File: src/rtl/vga_timing_if.sv
// vga_timing_if: pixel-tick input and registered sync/address/strobe outputs of the timing generator
//   pix_en       pixel tick into the generator
//   hsync_sig    horizontal sync
//   vsync_sig    vertical sync
//   ready        display enable, high inside the active window
//   column_addr  x coordinate while ready, else 0
//   row_addr     y coordinate while ready, else 0
//   line_start   one-clk strobe on the first tick of each line
//   frame_start  one-clk strobe on the first tick of each frame
interface vga_timing_if #(parameter int CW = 11);
   logic          pix_en;
   logic          hsync_sig;
   logic          vsync_sig;
   logic          ready;
   logic [CW-1:0] column_addr;
   logic [CW-1:0] row_addr;
   logic          line_start;
   logic          frame_start;
   modport master (input pix_en, output hsync_sig, vsync_sig, ready, column_addr, row_addr, line_start, frame_start);
   modport slave (output pix_en, input hsync_sig, vsync_sig, ready, column_addr, row_addr, line_start, frame_start);
endinterface

File: src/rtl/vga_timing_gen.sv
// vga_timing_gen: parametrised VGA sync and pixel-address generator with pixel-clock enable
//   clk    system/pixel clock
//   rst_n  asynchronous active-low reset
//   vif    master side of vga_timing_if: pix_en in; syncs, ready, addresses, strobes out (all registered)
module vga_timing_gen #(
   parameter int H_SYNC = 128,
   parameter int H_BP   = 88,
   parameter int H_ACT  = 800,
   parameter int H_FP   = 40,
   parameter int V_SYNC = 4,
   parameter int V_BP   = 23,
   parameter int V_ACT  = 600,
   parameter int V_FP   = 1,
   parameter bit HS_POL = 1'b0,
   parameter bit VS_POL = 1'b0,
   parameter int CW     = 11
) (
   input  logic clk,
   input  logic rst_n,
   vga_timing_if.master vif
);
   localparam int H_TOTAL = H_SYNC + H_BP + H_ACT + H_FP;
   localparam int V_TOTAL = V_SYNC + V_BP + V_ACT + V_FP;
   localparam int HA0 = H_SYNC + H_BP;
   localparam int VA0 = V_SYNC + V_BP;
   logic [CW-1:0] h_cnt, v_cnt, col_d, row_d, column_addr, row_addr;
   logic h_wrap, v_wrap, hs_act, vs_act, rdy_d;
   logic hsync_sig, vsync_sig, ready, line_start, frame_start;
   int h, v;
   always_comb begin
      h      = int'(h_cnt);
      v      = int'(v_cnt);
      h_wrap = h == H_TOTAL - 1;
      v_wrap = v == V_TOTAL - 1;
      hs_act = h < H_SYNC;
      vs_act = v < V_SYNC;
      rdy_d  = h >= HA0 && h < HA0 + H_ACT && v >= VA0 && v < VA0 + V_ACT;
      col_d  = rdy_d ? h_cnt - CW'(HA0) : '0;
      row_d  = rdy_d ? v_cnt - CW'(VA0) : '0;
   end
   // strobes load every clk so they fall on the very next clk even with a sparse pix_en
   always_ff @(posedge clk or negedge rst_n) begin
      if (!rst_n) begin
         h_cnt       <= '0;
         v_cnt       <= '0;
         hsync_sig   <= ~HS_POL;
         vsync_sig   <= ~VS_POL;
         ready       <= 1'b0;
         column_addr <= '0;
         row_addr    <= '0;
         line_start  <= 1'b0;
         frame_start <= 1'b0;
      end else begin
         line_start  <= vif.pix_en && h_cnt == '0;
         frame_start <= vif.pix_en && h_cnt == '0 && v_cnt == '0;
         if (vif.pix_en) begin
            hsync_sig   <= hs_act ~^ HS_POL;
            vsync_sig   <= vs_act ~^ VS_POL;
            ready       <= rdy_d;
            column_addr <= col_d;
            row_addr    <= row_d;
            h_cnt       <= h_wrap ? '0 : h_cnt + 1'b1;
            if (h_wrap) v_cnt <= v_wrap ? '0 : v_cnt + 1'b1;
         end
      end
   end
   assign vif.hsync_sig   = hsync_sig;
   assign vif.vsync_sig   = vsync_sig;
   assign vif.ready       = ready;
   assign vif.column_addr = column_addr;
   assign vif.row_addr    = row_addr;
   assign vif.line_start  = line_start;
   assign vif.frame_start = frame_start;
endmodule
File: src/flat_wrapper.sv
// flat-port wrapper written by rule: the top's interface ports become plain ports
module vga_timing_gen_flat 
#(
   parameter int H_SYNC = 128,
   parameter int H_BP   = 88,
   parameter int H_ACT  = 800,
   parameter int H_FP   = 40,
   parameter int V_SYNC = 4,
   parameter int V_BP   = 23,
   parameter int V_ACT  = 600,
   parameter int V_FP   = 1,
   parameter bit HS_POL = 1'b0,
   parameter bit VS_POL = 1'b0,
   parameter int CW     = 11
)
  (clk, rst_n, vif_pix_en, vif_hsync_sig, vif_vsync_sig, vif_ready, vif_column_addr, vif_row_addr, vif_line_start, vif_frame_start);
  vga_timing_if #(.CW(CW)) vif_i ();
  input  logic clk;
  input  logic rst_n;
  input wire logic [$bits(vif_i.pix_en)-1:0] vif_pix_en;
  output wire logic [$bits(vif_i.hsync_sig)-1:0] vif_hsync_sig;
  output wire logic [$bits(vif_i.vsync_sig)-1:0] vif_vsync_sig;
  output wire logic [$bits(vif_i.ready)-1:0] vif_ready;
  output wire logic [$bits(vif_i.column_addr)-1:0] vif_column_addr;
  output wire logic [$bits(vif_i.row_addr)-1:0] vif_row_addr;
  output wire logic [$bits(vif_i.line_start)-1:0] vif_line_start;
  output wire logic [$bits(vif_i.frame_start)-1:0] vif_frame_start;
  assign vif_i.pix_en = vif_pix_en;
  assign vif_hsync_sig = vif_i.hsync_sig;
  assign vif_vsync_sig = vif_i.vsync_sig;
  assign vif_ready = vif_i.ready;
  assign vif_column_addr = vif_i.column_addr;
  assign vif_row_addr = vif_i.row_addr;
  assign vif_line_start = vif_i.line_start;
  assign vif_frame_start = vif_i.frame_start;
  vga_timing_gen #(.H_SYNC(H_SYNC), .H_BP(H_BP), .H_ACT(H_ACT), .H_FP(H_FP), .V_SYNC(V_SYNC), .V_BP(V_BP), .V_ACT(V_ACT), .V_FP(V_FP), .HS_POL(HS_POL), .VS_POL(VS_POL), .CW(CW)) u_core (.clk(clk), .rst_n(rst_n), .vif(vif_i));
endmodule
File: config.mk
export PLATFORM = sky130hd
export DESIGN_NAME = vga_timing_gen_flat
export DESIGN_NICKNAME = d
export VERILOG_FILES = /design/src/rtl/vga_timing_if.sv /design/src/rtl/vga_timing_gen.sv /design/src/flat_wrapper.sv
export SDC_FILE = /design/constraint.sdc
export NUM_CORES = 1
export LEC_CHECK = 0
export BUFFER_PORTS_ARGS = -buffer_cell sky130_fd_sc_hd__buf_4
export CAP_MARGIN = 20
export CORE_UTILIZATION = 45
export DETAILED_ROUTE_END_ITERATION = 12
export PLACE_DENSITY = 0.71
export SKIP_CTS_REPAIR_TIMING = 1
export SLEW_MARGIN = 25
export SYNTH_ARGS = -nofsm -noshare
export SYNTH_HDL_FRONTEND = slang
export SYNTH_SLANG_ARGS = --single-unit
File: constraint.sdc
create_clock -name clk -period 7.4 [get_ports clk]
set_clock_uncertainty 0.15 [all_clocks]
set_input_delay 1.48 -clock clk [delete_from_list [all_inputs] [get_ports clk]]
set_output_delay 1.48 -clock clk [all_outputs]
set_load 0.01 [all_outputs]
==> results of run 1 <==
stage by stage:
step | std cells | instance area [µm²] | hold slack [ns]
2_1_floorplan | 271 | 2613 | 0.3407
3_3_place_gp | 349 | 2791 | 0.3373
3_5_place_dp | 349 | 2791 | 0.3296
4_1_cts | 357 | 2908 | 0.3511
5_1_grt | 357 | 2908 | 0.3850
6_report | 357 | 2908 | 0.3526
routing by layer:
metal | up-vias | global-route usage [%] | part of all wire, %
met2 | 50 | 27.72 | 44
met5 | - | 0 | 0
li1 | 979 | - | -
met1 | 927 | 28.21 | 50
met4 | 0 | 6.667 | 1.4
met3 | 6 | 3.837 | 4.4
report_power, final:
group          leakage, nW  switching, mW  internal [mW]
combinational        0.615         0.0473         0.0361
clock               0.0585         0.0877          0.110
sequential           0.642         0.0335          0.283
total                 1.32          0.168          0.430
worst max-delay path, delay by kind of cell:
family,cells,cell delay [ns]
compound gates,2,0.81
simple gates,2,0.77
buf+inv,1,0.31
state kept, by name (all words and copies together), names as in the netlist:
register / count
u_core.vif.line_start: 1
u_core.vif.hsync_sig: 1
u_core.vif.frame_start: 1
u_core.v_cnt: 11
u_core.vif.ready: 1
u_core.h_cnt: 11
u_core.vif.column_addr: 11
u_core.vif.vsync_sig: 1
u_core.vif.row_addr: 11
kinds of logic (layout without fill, tap and decap cells):
| group | after synthesis | count (layout) | synth area share, % |
|---|---|---|---|
| AOI/OAI and AO/OA | 56 | 56 | 14.89 |
| xor gates and xnor gates | 25 | 25 | 8.381 |
| adders and majority gates | 5 | 5 | 2.395 |
| buffers and inverters | 53 | 67 | 9.243 |
| DFF | 49 | 49 | 47.03 |
| muxes | 3 | 3 | 1.149 |
| and+or+nand+nor | 80 | 80 | 16.91 |
path summary, 6_finish.rpt:
kind,start,to,slack (ns),cells after the start
min in group asynchronous,rst_n,u_core.v_cnt[2],1.02,1
worst min-delay path,u_core.vif.vsync_sig,u_core.vif.vsync_sig,0.35,2
max in group asynchronous,rst_n,u_core.vif.row_addr[0],5.66,1
worst max register to register,u_core.h_cnt[4],u_core.vif.row_addr[0],4.70,5
worst max-delay path,vif_pix_en,u_core.vif.row_addr[0],4.05,5
worst min register to register,u_core.vif.vsync_sig,u_core.vif.vsync_sig,0.35,2
cell usage in the layout, fill, tap and decap left out, types with 2 or more instances in the layout:
cell      synthesis  routed
dfrtp_1          47      47
inv_1            30      30
buf_4             1      29
nor2_1           19      19
o32ai_1          17      17
nand2_1          16      16
xor2_1           16      16
o21ai_0          12      12
nand4_1           9       9
xnor2_1           9       9
nand3_1           8       8
o22ai_1           8       8
a21oi_1           7       7
nor3_1            6       6
clkbuf_8          0       6
nor4_1            5       5
ha_1              5       5
and3_1            3       3
mux2i_1           3       3
a31oi_1           3       3
or3b_2            3       3
o211ai_1          3       3
or4_4             2       2
or3_1             2       2
nor2b_1           2       2
o211a_1           2       2
dfstp_2           2       2
area by class of cell:
class                           count  area [µm²]
Clock buffer                        7       86.33
Clock inverter                      1       30.03
Fill cell                         521        2633
Inverter                           30       112.6
Multi-Input combinational cell    169        1142
Sequential cell                    49        1229
Tap cell                           72       90.09
Timing Repair Buffer               29       217.7
==> impl_metrics.yaml, run 1 <==
synthesis:
  ys_ff_latch: 49
  ys_seq_area_share_pct: 47.03
  yosysMostFrequentCell: "dfrtp_1"
  synth_edf_count: 0
  synthTopCellsByArea: "dfrtp_1, o32ai_1, xor2_1, inv_1, xnor2_1"
  yosys.area.top_type: "dfrtp_1"
  synth_cells: 271
  async_flop_share_pct: 100.0
  synth_common_cells: "dfrtp_1, inv_1, nor2_1"
  synth_cell_type_count: 38
  ys.flop_type: "dfrtp_1"
  synth_nets: 279
  avgSynthCellArea_um2: 9.640
  yosysTopAreaCellShare_pct: 45.02
  syn_area_um2: 2613
  yosysWarnings: 0
floorplanning:
  num_rows: 27
  die_height_um: 78.20
  dieArea_um2: 6114
  initial_core_util_pct: 47.15
  core_area_um2: 5540
  top_level_ports: 30
  die_w_um: 78.20
timing:
  fin_crit_sh_pct: 45.25
  setup_viol: 0
  rsz0062_at_grt: "false"
  timing.setup.tns_ns: 0
  worstMarginPinSlew_ns: 0.8635
  finalWorstSetupSlack_ns: 4.051
  drv_slew: 0
  finalHoldViolations: 0
  slew_headroom_pct: 42.26
  period_minus_slack_ns: 3.349
  fmax_mhz: 298.6
clock_tree:
  cts_max_path_buffers: 2
  clock-root-buffer: "clkbuf_8"
  cts_made_buffers: 5
  tritoncts: "done"
  clkTransAtPathRegs_ns: 0.09
  numClockSinks: 49
  clk_latency_ns: 0.30
  htree_levels: 2
pwr:
  power_density_nw_per_um2: 205.6
  vdd_drop_max_mv: 0.07632
  finalPower_mw: 0.5980
  leakage_nw: 1.316
global_route:
  grt_pass1_wl_um: 9315
  antenna_found_initial: 0
  grt_remaining_overflow: 0
  grt_max_degree: 50
  grt_use_total_pct: 19.12
  grt_pass1_vias: 1916
critical_path:
  path_max_fanout: 37
  cp_data_required_time_ns: 7.44
  end_kind: "flop"
  critPathLaunchType: "input pin"
  slowest_delay_ns: 0.66
  critPathKind: "input pin to flop"
  crit_path_cell_trace: "buf_4, nand2b_1, o21ba_2, nand4_1, o32ai_1"
  crit_arrival_ns: 3.38
  cp_slowest_cell: "nand4_1"
final_layout:
  n_antenna_cell: 0
  synthToLayoutAreaGrowth_pct: 11.30
  final_util_pct: 52.48
  nets: 292
  drive_gt1_share_pct: 16.14
routing:
  wl_per_cell_um: 14.48
  ant_nets: 0
  drc: 0
  drtIter0Drc: 136
  via_per_inst: 5.496
  routed_wl_um: 5171
  vias: 1962
  firstDrtPassIters: 5
run:
  drv_cap: 0
place:
  gp_congestion: 0.8701
  hpwl_um: 3515
  numPortBuffers: 29
  preCtsSetupSlack_ns: 3.684
run_status:
  status: "completed"
worst_hold_path:
  hp-class: "flop to flop"
No activity file was read; power rests on OpenSTA's default activity.
==> inputs of run 2 (changes only) <==
==> constraint.sdc (replaced) <==
create_clock -name clk -period 3.17 [get_ports clk]
set_clock_uncertainty 0.15 [all_clocks]
set_input_delay 0.634 -clock clk [delete_from_list [all_inputs] [get_ports clk]]
set_output_delay 0.634 -clock clk [all_outputs]
set_load 0.01 [all_outputs]
==> impl_metrics.yaml, run 2 (synthesized netlist as in run 1, its figures left out) <==
critical_path:
  critical-path-top-delay-family: "simple AND/OR/NAND/NOR gates"
  reg2regPathDepth: 4
  crit_top_cell: "or4_4"
  regToRegStartpoint: "u_core.h_cnt[5]"
  crit_path_cell_trace: "or4_4, or4_4, or3b_2, mux2i_1"
  cp_data_required_time_ns: 3.25
  reg2reg_setup_slack_ns: 0.64
  slowest_delay_ns: 0.62
  cp_slowest_cell: "or4_4"
  reg2reg_to: "u_core.v_cnt[9]"
  critPathBufInv: 0
  end_kind: "flop"
  critPathLaunchType: "flop"
  crit_arrival_ns: 2.61
  critPathKind: "flop to flop"
  cp-startpoint: "u_core.h_cnt[5]"
  path_max_fanout: 11
place:
  placed_area_um2: 2814
  hpwl_um: 3513
  numPortBuffers: 29
  place_inst: 352
  gp_congestion: 0.8530
  preCtsSetupSlack_ns: 0.6798
routing:
  via_per_inst: 5.599
  routed_wl_um: 5079
  drc: 0
  ant_nets: 0
  vias: 2010
  wl_per_cell_um: 14.15
  firstDrtPassIters: 4
  drtIter0Drc: 147
final_layout:
  fill_cells: 504
  nets: 295
  final_cell_mix: "dfrtp_1, buf_4, inv_1"
  synthToLayoutAreaGrowth_pct: 11.16
  drive_gt1_share_pct: 17.07
  layout.cells.non_filler: 359
  finalInstanceArea_um2: 2904
  n_antenna_cell: 0
  final_util_pct: 52.42
  final_common_cell: "dfrtp_1"
clock_tree:
  clock-root-buffer: "clkbuf_8"
  numClockSinks: 49
  clk_latency_ns: 0.30
  cts_made_buffers: 5
  cts_max_path_buffers: 2
  htree_levels: 2
  tritoncts: "done"
  clkTransAtPathRegs_ns: 0.08
timing:
  worstMarginPinSlew_ns: 0.6399
  period_minus_slack_ns: 2.528
  fin_crit_sh_pct: 79.73
  rsz0062_at_grt: "false"
  slew_headroom_pct: 56.95
  finalWorstSetupSlack_ns: 0.6425
  drv_slew: 0
  fmax_mhz: 395.6
  finalHoldViolations: 0
  timing.setup.tns_ns: 0
  setup_viol: 0
floorplanning:
  dieArea_um2: 6114
  core_area_um2: 5540
  initial_core_util_pct: 47.15
  die_height_um: 78.20
  die_w_um: 78.20
  top_level_ports: 30
  num_rows: 27
pwr:
  vdd_drop_max_mv: 0.1981
  p_comb_share_pct: 15.2
  cellInternalPower_mw: 0.9188
  power_frac_clock_pct: 28.5
  seq_power_share_pct: 56.3
  sw_frac_of_total_pct: 29.69
  p_switching_mw: 0.3881
  leakage_nw: 1.315
  power_density_nw_per_um2: 450.0
global_route:
  grt_pass1_wl_um: 9059
  antenna_found_initial: 0
  grt_remaining_overflow: 0
  grt_max_degree: 50
  grt_use_total_pct: 18.72
  grt_pass1_vias: 1898
run_status:
  status: "completed"
run:
  drv_cap: 0
worst_hold_path:
  hp-class: "input pin to asynchronous set/reset pin"
## run 2: area by class of cell
| type | instances | area [µm²] | area share, % |
|---|---|---|---|
| timing repair buffer | 32 | 240.2 | 8.272 |
| tap | 72 | 90.09 | 3.102 |
| clock buffer | 6 | 82.58 | 2.844 |
| clock inverter | 1 | 7.507 | 0.2585 |
| inverter | 30 | 112.6 | 3.878 |
| multi-input combinational | 169 | 1142 | 39.34 |
| sequential | 49 | 1229 | 42.31 |
## run 2: power groups by stage
stage                     combinational, mW  sequential, mW  clock, mW
after CTS                             0.200           0.733      0.386
after floorplan                       0.196           0.701          0
after detailed placement              0.198           0.746          0
final                                 0.198           0.736      0.373
after global placement                0.197           0.745          0
after global routing                  0.228           0.746      0.413
## run 2: stage by stage
stage / power (mW) / hold WS (ns)
final: 1.307 / 0.1803
after global routing: 1.387 / 0.2322
after CTS: 1.319 / 0.2107
after detailed placement: 0.9437 / 0.3309
after global placement: 0.9416 / 0.3360
after floorplan: 0.8967 / 0.1884
## run 2: worst reg2reg max path: stages, from the launching register on
cell and delay [ns]:
dfrtp_1 0.51, or4_4 0.57, or4_4 0.62, or3b_2 0.49, mux2i_1 0.13
## run 2: worst max-delay path by stage
stage / end / depth (start not counted)
after global routing: u_core.vif.column_addr[7] / 6
after detailed placement: u_core.v_cnt[9] / 4
final: u_core.v_cnt[9] / 4
after CTS: u_core.v_cnt[9] / 4
after global placement: u_core.v_cnt[9] / 4
after floorplan: u_core.v_cnt[4] / 6
## run 2: routing by layer
metal  track usage, %  routed length, µm  vias up
li1                 -                  -      979
met5                0                  0        -
met1            26.84               2494      965
met3            3.953                285        8
met2            28.25               2241       58
met4            5.926                 57        0
==> inputs of run 3 (changes only) <==
--- a/config.mk
+++ b/config.mk
@@ -9,7 +9,7 @@
 export CAP_MARGIN = 20
 export CORE_UTILIZATION = 45
 export DETAILED_ROUTE_END_ITERATION = 12
-export PLACE_DENSITY = 0.71
+export PLACE_DENSITY = 0.74
 export SKIP_CTS_REPAIR_TIMING = 1
 export SLEW_MARGIN = 25
 export SYNTH_ARGS = -nofsm -noshare
==> constraint.sdc (replaced) <==
create_clock -name clk -period 2.3 [get_ports clk]
set_clock_uncertainty 0.15 [all_clocks]
set_input_delay 0.46 -clock clk [delete_from_list [all_inputs] [get_ports clk]]
set_output_delay 0.46 -clock clk [all_outputs]
set_load 0.01 [all_outputs]
==> impl_metrics.yaml, run 3 (synthesized netlist as in run 1, its figures left out) <==
final_layout:
  final_cell_mix: "buf_4, dfrtp_1, inv_1"
  nets: 311
  synthToLayoutAreaGrowth_pct: 16.86
  n_antenna_cell: 0
  layout.cells.non_filler: 376
  drive_gt1_share_pct: 22.04
  finalInstanceArea_um2: 3053
routing:
  ant_nets: 0
  via_per_inst: 5.657
  routed_wl_um: 5602
  vias: 2127
  wl_per_cell_um: 14.90
  drc: 0
  drtIter0Drc: 193
  firstDrtPassIters: 4
timing:
  period_minus_slack_ns: 2.205
  finalHoldViolations: 0
  finalWorstSetupSlack_ns: 0.09471
  slew_headroom_pct: 59.16
  setup_viol: 0
  fin_crit_sh_pct: 95.88
  fmax_mhz: 453.5
  worstMarginPinSlew_ns: 0.6126
  rsz0062_at_grt: "false"
  drv_slew: 0
  hold_ws_ns: 0.01701
floorplanning:
  dieArea_um2: 6114
  initial_core_util_pct: 47.15
  core_area_um2: 5540
  die_height_um: 78.20
  die_w_um: 78.20
  num_rows: 27
  top_level_ports: 30
place:
  gp_congestion: 0.8882
  numPortBuffers: 29
  preCtsSetupSlack_ns: 0.01905
  placed_area_um2: 2947
  place_inst: 368
  hpwl_um: 3878
pwr:
  finalPower_mw: 1.896
  leakage_nw: 1.414
  vdd_drop_max_mv: 0.2857
  power_density_nw_per_um2: 621.2
critical_path:
  crit_path_cell_trace: "or4_4, or4_4, or3b_2, mux2i_1"
  critPathLaunchType: "flop"
  cp_data_required_time_ns: 2.38
  path_max_fanout: 5
  end_kind: "flop"
  crit_arrival_ns: 2.29
  slowest_delay_ns: 0.53
  critPathKind: "flop to flop"
  cp_slowest_cell: "or4_4"
  crit_top_cell: "or4_4"
clock_tree:
  clock-root-buffer: "clkbuf_8"
  cts_made_buffers: 5
  clk_latency_ns: 0.30
  cts_max_path_buffers: 2
  htree_levels: 2
  numClockSinks: 49
  clkTransAtPathRegs_ns: 0.09
  tritoncts: "done"
global_route:
  grt_pass1_vias: 2006
  grt_pass1_wl_um: 9591
  grt_use_total_pct: 19.70
  grt_max_degree: 50
  grt_remaining_overflow: 0
  antenna_found_initial: 0
run:
  drv_cap: 0
worst_hold_path:
  hp-class: "input pin to asynchronous set/reset pin"
run_status:
  status: "completed"
## run 3: changes by cell type in the layout (fill, tap and decap cells not counted), sizes merged
cell      before  now
clkbuf         6    7
clkinv         0    1
clkinvlp       1    0
buf           32   48
## run 3: report_power, final
part           internal, mW  leakage, nW  total (mW)  switching (mW)
sequential            0.912        0.642       0.984          0.0725
clock                 0.272       0.0542       0.556           0.284
combinational         0.152        0.717       0.356           0.204
## run 3: final cells by class
type	instances	area (µm²)
Timing Repair Buffer	48	372.9
Inverter	30	112.6
Clock buffer	7	96.34
Clock inverter	1	5.005
Sequential cell	49	1229
Fill cell	474	2487
Multi-Input combinational cell	169	1147
Tap cell	72	90.09
## run 3: metrics by stage
| step | util [%] | setup TNS, ns |
|---|---|---|
| finish | 55.10 | 0 |
| global route | 55.10 | 0 |
| CTS | 55.01 | -0.004589 |
| detailed placement | 53.18 | 0 |
| global placement | 53.18 | 0 |
| floorplan | - | -0.1156 |
## run 3: critical path: cells and delay by family, from the launching register on
family	cells	cell delay (ns)
DFF	1	0.39
muxes	1	0.13
and+or+nand+nor	3	1.45
## run 3: final timing paths
kind | from | endpoint | slack, ns | depth (start not counted)
worst min-delay path | rst_n | u_core.v_cnt[0] | 0.02 | 1
max in group asynchronous | rst_n | u_core.vif.column_addr[4] | 1.58 | 1
worst max-delay path | u_core.h_cnt[9] | u_core.v_cnt[9] | 0.09 | 4
worst max register to register | u_core.h_cnt[9] | u_core.v_cnt[9] | 0.09 | 4
worst min register to register | u_core.vif.vsync_sig | u_core.vif.vsync_sig | 0.35 | 2
min in group clk | vif_pix_en | u_core.vif.line_start | 0.33 | 3
## run 3: metal layers
layer	up-vias	wire, µm	track usage [%]
met4	0	65	6.111
met2	59	2625	30.88
met3	7	223	2.907
li1	1020	-	-
met5	-	0	0
met1	1041	2687	28.05
